File: config.mk
export PLATFORM = sky130hd
export DESIGN_NAME = serial_frame_tx
export DESIGN_NICKNAME = d
export VERILOG_FILES = /design/src/rtl/serial_frame_pkg.sv /design/src/rtl/serial_frame_tx_bit_timer.sv /design/src/rtl/serial_frame_tx.sv
export SDC_FILE = /design/constraint.sdc
export NUM_CORES = 1
export LEC_CHECK = 0
export CORE_MARGIN = 3
export CORE_UTILIZATION = 52
export DETAILED_ROUTE_END_ITERATION = 10
export GPL_TIMING_DRIVEN = 0
export PLACE_DENSITY = 0.75
export SYNTH_ARGS = -nofsm -noshare
export SYNTH_HDL_FRONTEND = slang
export SYNTH_SLANG_ARGS = --single-unit
export TNS_END_PERCENT = 10
File: constraint.sdc
create_clock -name clk -period 2 [get_ports clk]
set_input_delay 0.4 -clock clk [delete_from_list [all_inputs] [get_ports clk]]
set_output_delay 0.4 -clock clk [all_outputs]
set_load 0.02 [all_outputs]
File: src/rtl/serial_frame_pkg.sv
// Shared types and line levels for the framed serial transmitter.
package serial_frame_pkg;

  typedef enum logic [1:0] {
    IDLE  = 2'd0,
    START = 2'd1,
    DATA  = 2'd2,
    STOP  = 2'd3
  } state_t;

  localparam logic IDLE_LEVEL  = 1'b1;
  localparam logic START_LEVEL = 1'b0;
  localparam logic STOP_LEVEL  = 1'b1;

  // Counter width for a 0..cycles-1 timer; a single-cycle bit still needs one flop.
  function automatic int timer_width(input int cycles);
    return (cycles > 1) ? $clog2(cycles) : 1;
  endfunction

endpackage

File: src/rtl/serial_frame_tx_bit_timer.sv
// Bit-period timer: counts 0..BIT_CYCLES-1 while enabled and flags the last cycle.
module bit_timer
  import serial_frame_pkg::*;
#(
  parameter int BIT_CYCLES = 4
) (
  input  logic clk,
  input  logic rst,
  input  logic clr,
  input  logic en,
  output logic tc
);

  localparam int TW = timer_width(BIT_CYCLES);
  localparam logic [TW-1:0] TC_VAL = TW'(BIT_CYCLES - 1);

  logic [TW-1:0] cnt;

  // With BIT_CYCLES=1 the count never leaves 0, so tc simply follows en.
  assign tc = en && (cnt == TC_VAL);

  // Count within the current bit and wrap at terminal count.
  always_ff @(posedge clk or posedge rst) begin
    if (rst) begin
      cnt <= '0;
    end else if (clr) begin
      cnt <= '0;
    end else if (en) begin
      if (cnt == TC_VAL) begin
        cnt <= '0;
      end else begin
        cnt <= cnt + 1'b1;
      end
    end
  end

endmodule

File: src/rtl/serial_frame_tx.sv
// Framed serial transmitter: start bit, WIDTH data bits LSB first, STOP_BITS stop bits.
//
//   state | meaning
//   IDLE  | line high, ready for a word
//   START | driving the start bit (0)
//   DATA  | driving data bits, LSB first
//   STOP  | driving the stop bit(s) (1)
module serial_frame_tx
  import serial_frame_pkg::*;
#(
  parameter int WIDTH      = 8,
  parameter int BIT_CYCLES = 4,
  parameter int STOP_BITS  = 1
) (
  input  logic             clk,
  input  logic             rst,
  input  logic             pr,
  input  logic [WIDTH-1:0] data_in,
  input  logic             valid,
  output logic             ready,
  output logic             tx,
  output logic             busy,
  output logic             done
);

  localparam int IW = $clog2(WIDTH + 1);
  localparam logic [IW-1:0] LAST_IDX = IW'(WIDTH - 1);
  localparam logic STOP_LAST = 1'(STOP_BITS - 1);

  state_t           state;
  logic [WIDTH-1:0] shreg;
  logic [WIDTH-1:0] shreg_nxt;
  logic [IW-1:0]    bit_idx;
  logic             stop_cnt;
  logic             tc;
  logic             accept;

  assign ready     = (state == IDLE) && !pr;
  assign accept    = valid && ready;
  assign shreg_nxt = shreg >> 1;

  bit_timer #(
    .BIT_CYCLES(BIT_CYCLES)
  ) u_bit_timer (
    .clk(clk),
    .rst(rst),
    .clr(pr || accept),
    .en (state != IDLE),
    .tc (tc)
  );

  // Frame sequencer; tx, busy and done are all registered here so the line is glitch-free.
  always_ff @(posedge clk or posedge rst) begin
    if (rst) begin
      state    <= IDLE;
      tx       <= IDLE_LEVEL;
      busy     <= 1'b0;
      done     <= 1'b0;
      shreg    <= '0;
      bit_idx  <= '0;
      stop_cnt <= 1'b0;
    end else if (pr) begin
      state    <= IDLE;
      tx       <= IDLE_LEVEL;
      busy     <= 1'b0;
      done     <= 1'b0;
      bit_idx  <= '0;
      stop_cnt <= 1'b0;
    end else begin
      done <= 1'b0;
      case (state)
        IDLE: begin
          tx <= IDLE_LEVEL;
          if (accept) begin
            shreg    <= data_in;
            state    <= START;
            tx       <= START_LEVEL;
            busy     <= 1'b1;
            bit_idx  <= '0;
            stop_cnt <= 1'b0;
          end
        end
        START: begin
          if (tc) begin
            state <= DATA;
            tx    <= shreg[0];
          end
        end
        DATA: begin
          if (tc) begin
            shreg <= shreg_nxt;
            if (bit_idx == LAST_IDX) begin
              state   <= STOP;
              tx      <= STOP_LEVEL;
              bit_idx <= '0;
            end else begin
              tx      <= shreg_nxt[0];
              bit_idx <= bit_idx + 1'b1;
            end
          end
        end
        STOP: begin
          if (tc) begin
            if (stop_cnt == STOP_LAST) begin
              state    <= IDLE;
              busy     <= 1'b0;
              done     <= 1'b1;
              stop_cnt <= 1'b0;
            end else begin
              stop_cnt <= stop_cnt + 1'b1;
            end
          end
        end
        default: begin
          state <= IDLE;
          tx    <= IDLE_LEVEL;
          busy  <= 1'b0;
        end
      endcase
    end
  end

endmodule

# After elaboration in Yosys (flattened, before gate mapping)
# Index checks and enable logic that the tools add are counted.
# Widths: inputs -> output; s select.
[classes] addsub=3 n_eq_ne=13 muxes=39 bitwise_logic=1 reduce_logical=18
[op_table] operator="$mux 2" n=10
[op_table] operator="$ne 3x3->1 const B" n=6
[op_table] operator="$mux 1" n=17
[op_table] operator="$mux 4" n=4
[op_table] operator="$mux 8" n=2
[op_table] operator="$pmux 8 s2" n=1
[op_table] operator="$reduce_and 3->1" n=3
[op_table] operator="$pmux 2 s4" n=1
[op_table] operator="$pmux 4 s2" n=1
[op_table] operator="$reduce_and 4->1" n=2
[op_table] operator="$eq 2x2->1 const B" n=3
[op_table] operator="$reduce_and 6->1" n=1
[op_table] operator="$reduce_bool 2->1" n=3
[op_table] operator="$reduce_bool 3->1" n=2
[op_table] operator="$add 4x1->4 const B" n=1
[op_table] operator="$eq 4x3->1 const B" n=1
[op_table] operator="$ne 2x2->1 const B" n=2
[op_table] operator="$pmux 1 s2" n=2
[op_table] operator="$reduce_bool 4->1" n=1
[op_table] operator="$logic_and 1x1->1" n=3
[op_table] operator="$pmux 1 s3" n=1
[op_table] operator="$add 2x1->2 const B" n=1
[op_table] operator="$eq 2x1->1 const B" n=1
[op_table] operator="$logic_not 2->1" n=1
[op_table] operator="other kinds (4)" n=4
[word_totals] reg_bits=20 in_bits=12 out_inout_bits=4 elab_cells=82

# Logic depth before layout (Yosys ltp)
[depth] depth_word=6 mapped_depth=8 depth_no_buf=6

# Modules after synthesis
# From an unflattened synthesis, not the netlist that was laid out.
[hier_totals] cells_unflattened=116 area_unflattened_um2=1086.0
[modules_own_cells] mod="serial_frame_tx" instances=1 cells_per_inst=106 area_each_um2=975.9 seq_area_each_um2=426.7
[modules_own_cells] mod="bit_timer" instances=1 cells_per_inst=10 area_each_um2=110.1 seq_area_each_um2=50.0

# Least setup slack after synthesis
# OpenSTA, ideal clock, no wires.
[synth_path] path_kind="reg-to-reg" start="register state[0]" end="register bit_idx[3]" setup_time_ns=0.069 arrival_ns=1.649 required_ns=1.931 setup_slack_ns=0.282 path_stages_with_launch=8 n_path_buf=1 period_less_slack_ns=1.718 path_cell_list="dfrtp_1 > inv_1 > ha_1 > buf_6 > nand3b_4 > nor3b_1 > or4_1 > nand3_1"
[synth_between] elab_chain_cells=5 elab_cells_between_ends=12 cone_classes="eq/ne: 3; mux: 2; reduce/logical: 7"
[synth_rtl] item="start, declared" line="serial_frame_tx.sv:30" rtl="state_t state;"
[synth_rtl] item="start signal, assigned" line="serial_frame_tx.sv:55" rtl="state <= IDLE;"
[synth_rtl] item="start signal, assigned" line="serial_frame_tx.sv:63" rtl="state <= IDLE;"
[synth_rtl] item="start signal, assigned" line="serial_frame_tx.sv:76" rtl="state <= START;"
[synth_rtl] item="$logic_not 2->1" line="serial_frame_tx.sv:38, serial_frame_tx.sv:71"
[synth_rtl] item="$logic_and 1x1->1" line="serial_frame_tx.sv:38" rtl="assign ready = (state == IDLE) && !pr;"
[synth_rtl] item="$logic_and 1x1->1" line="serial_frame_tx.sv:39" rtl="assign accept = valid && ready;"
[synth_rtl] item="$ne 3x3->1 (no line)"
[synth_rtl] item="$reduce_and 3->1 (no line)"
[synth_rtl] item="end signal, assigned" line="serial_frame_tx.sv:98" rtl="bit_idx <= bit_idx + 1'b1;"
[synth_rtl] item="end, declared" line="serial_frame_tx.sv:33" rtl="logic [IW-1:0] bit_idx;"
# Several ways; a longest one is shown, not always the timed one.
# A chain may end at the register's enable or synchronous reset.

# Final worst setup path
[layout_path] start="input pr" end="output ready"
[layout_between] elab_chain_cells=2
[layout_rtl] item="start, declared" line="serial_frame_tx.sv:17" rtl="input logic pr,"
[layout_rtl] item="$logic_not 1->1" line="serial_frame_tx.sv:38"
[layout_rtl] item="$logic_and 1x1->1" line="serial_frame_tx.sv:38"
[layout_rtl] item="end, declared" line="serial_frame_tx.sv:20" rtl="output logic ready,"
# No other way between the ends.

==> out/qor.txt <==
Worst clock skew on the final layout: 3.64 ps
Post-synthesis cell count: 112
Critical path endpoint category: primary output
Final net count: 151
Flip-flop and latch count after synthesis: 19
Count of cells along the worst register-to-register path: 7
Max Used Layer: met4
RSZ-0062 raised after global routing: no
Total power per unit cell area: 1030 nW/um^2
Syn nets: 131
Number of DRC markers after the initial detailed-route iteration: 20
Number of distinct library cells after synthesis: 32
Clock sinks: 19
Share of total power in the clock network: 14.7%
Length of routed met3 wiring: 119 um
Portion of the post-synthesis area used by sequential elements: 43.9%
Initial antenna violation count: 0
Core footprint: 1840 sq um
Xor/xnor cell area share of the yosys netlist: 0%
Number of endpoints with negative hold slack in the final report: 0
Simple-gate share of the synthesized area: 22.0%
Tot GR Track Use: 17.9%
Clock input transition at the sequential cells of the worst setup and hold paths: 110 ps
Slack of the worst reg-to-reg path: 130 ps
Routed vias: 890
Number of maximum-capacitance constraint violations: 0
Root Buffer Master: clkbuf_4
Main combinational cell family by area after synthesis: simple AND/OR/NAND/NOR gates
Weighted congestion reported at the end of routability-driven placement: 0.777
Clock latency reported for the late side of the worst-skew pair: 300 ps
List of most frequent post-synthesis cells: dfrtp_1, a21oi_1, nor2_1
Async set-or-reset flop fraction in the synthesized netlist: 100%
Largest net degree at the start of global routing: 20
Wire length of the first global-routing pass: 3.62 mm
Maximum clock frequency: 515 MHz
Net switching fraction of the power: 36.5%
Fraction of synthesized area in multiplexers: 6.46%
Vias in the first global route: 867
CP Max Fanout: 10
Cell repeated most along the worst path: buf_2
Max_slew headroom: 51.9%
Reg2reg end: bit_idx[3]
Routed Wire Length: 2.06 mm
Required time at the endpoint of the critical path: 1600 ps
Post-placement setup slack: -398 ps
Layout area overhead: 20.0%
CP max-delay cell: clkdlybuf4s50_1
Worst Setup EP: ready
Fraction of the mapped netlist area in compound gates: 15.1%
Clock H-tree levels: 1
CP Launch Type: input pin
Leakage power summed over all cells: 0.566 nW
Average cell area after synthesis: 9.69 sq um
Overall die width: 51.7 um
Floorplan die area: 2670 sq um
Count of yosys warnings during synthesis: 0
PortBufs: 15
Clk buf depth: 2
Internal power summed over all cells: 0.851 mW
# IOs: 16
Proportion of layout cells with a drive suffix above 1: 14.5%
Count of nets left with antenna violations after detail routing: 0
Most area-consuming cells after synthesis: dfrtp_1, ha_1, a21oi_1
Synthesized cell area: 1080 sq um
Routed wire per std cell: 13.2 um
Arrival time reported for the critical path endpoint: 1540 ps
Crit path time final: 1940 ps
Portion of total power attributed to sequential cells: 43.3%
CTS tree: built
Antenna Diode Count: 0
Hold Crit Class: input pin to asynchronous set/reset pin
Critical R2R Launch: state[0]
Cells resized by post-CTS repair: 6
Library cell with the largest summed area after synthesis: dfrtp_1
Library cell with the highest instance count after synthesis: dfrtp_1
Per-cell via count in the routed design: 5.71
Post-route clock period utilization: 97.0%
Number of placement rows: 15
Number of buffers inserted to repair setup after CTS: 0
Critical path start-end classification: input pin to primary output
Net load switching power: 0.490 mW
Peak supply drop: 699 uV
Status: complete, no violations
Setup total negative slack: 0 ps
Setup ws final: 59.2 ps
Final Max Slew Viols: 0
Commonest register cell after synthesis: dfrtp_1
Worst slew pin tran: 721 ps
Synthesized-area fraction occupied by adder cells: 8.07%
Number of hold buffers added after cts: 0
Maximum cell stage delay along the critical path: 620 ps
Cell chain of the critical path: clkdlybuf4s50_1 > buf_2 > nor2b_1 > buf_2
Count of flip-flops with a built-in enable after synthesis: 0
Overflow after GRT: 0
Met1 wire length: 945 um
Routed wire length on met2: 975 um
DP HPWL: 1.50 mm
Post-route worst hold slack: 507 ps
Setup violations, final: 0
Area share of the largest cell type after synthesis: 41.5%
Final Core Density: 70.7%
Combinational fraction of design power: 42.0%
Initial Util: 59.0%
Die height: 51.7 um
Number of optimization iterations in the first detailed-route pass: 4
Critical path startpoint: pr
Clock buffer count from CTS: 3
Number of DRC violations after detailed routing: 0
==> power groups by stage <==
stage | clock network (mW) | logic, mW | registers, mW
finish | 0.197 | 0.564 | 0.580
global placement | 0 | 0.542 | 0.585
detailed placement | 0 | 0.556 | 0.588
CTS | 0.208 | 0.563 | 0.579
floorplan | 0 | 0.408 | 0.585
global route | 0.219 | 0.633 | 0.595
==> worst max-delay path, delay by kind of cell <==
kind,cells,cell delay [ps]
simple gates,1,70
buf+inv,3,1060
==> area by class of cell <==
type / instances / area, sq um
buffer: 5 / 33.8
clock buffer: 4 / 26.3
fill: 152 / 538
inverter: 4 / 15.0
multi-input combinational: 84 / 573
sequential: 19 / 477
tap: 25 / 31.3
timing repair buffer: 15 / 145
==> placed cells by master, fill, tap and decap left out, types with 2 or more instances in the layout <==
master | Yosys | layout
nor2b_1 | 7 | 5
buf_2 | 2 | 4
nor2_1 | 12 | 12
a21oi_1 | 16 | 16
and3b_1 | 2 | 2
nand3_1 | 7 | 7
clkdlybuf4s50_1 | 0 | 14
clkbuf_4 | 0 | 3
o21ai_0 | 2 | 2
ha_1 | 7 | 7
nor3_1 | 2 | 2
nand3b_1 | 2 | 2
inv_1 | 4 | 2
nand2_1 | 6 | 6
nor2b_2 | 0 | 2
dfrtp_1 | 18 | 18
mux2i_1 | 7 | 7
inv_2 | 0 | 2
==> flip-flops by register name, summed over array words and instances (netlist names) <==
register,count
state,2
done,1
bit_idx,4
shreg,8
busy,1
u_bit_timer.cnt,2
tx,1
==> layer usage <==
| layer | track usage (%) | vias up |
|---|---|---|
| li1 | - | 437 |
| met1 | 21.7 | 415 |
| met2 | 31.4 | 34 |
| met3 | 3.44 | 4 |
| met4 | 6.55 | 0 |
| met5 | 0 | - |
==> cell families (layout without fill, tap and decap cells) <==
kind of cell    Yosys count  count (layout)
fa+ha+maj                 7               7
compound gates           27              27
buf+inv                   9              28
mux                       7               7
flops                    19              19
simple gates             43              43
==> through the flow <==
| stage | area (sq um) | cells | power, mW |
|---|---|---|---|
| 6_report | 1300 | 156 | 1.34 |
| 5_1_grt | 1300 | 156 | 1.45 |
| 4_1_cts | 1290 | 156 | 1.35 |
| 3_5_place_dp | 1270 | 152 | 1.14 |
| 3_3_place_gp | 1270 | 152 | 1.13 |
| 2_1_floorplan | 1080 | 112 | 0.994 |
==> worst min-delay path by stage <==
stage / start / to
2_1_floorplan: rst / bit_idx[0]
3_3_place_gp: u_bit_timer.cnt[1] / u_bit_timer.cnt[1]
3_5_place_dp: bit_idx[0] / bit_idx[0]
4_1_cts: rst / shreg[4]
5_1_grt: bit_idx[0] / bit_idx[0]
6_report: rst / shreg[3]
Power figures use the tool's default switching activity.
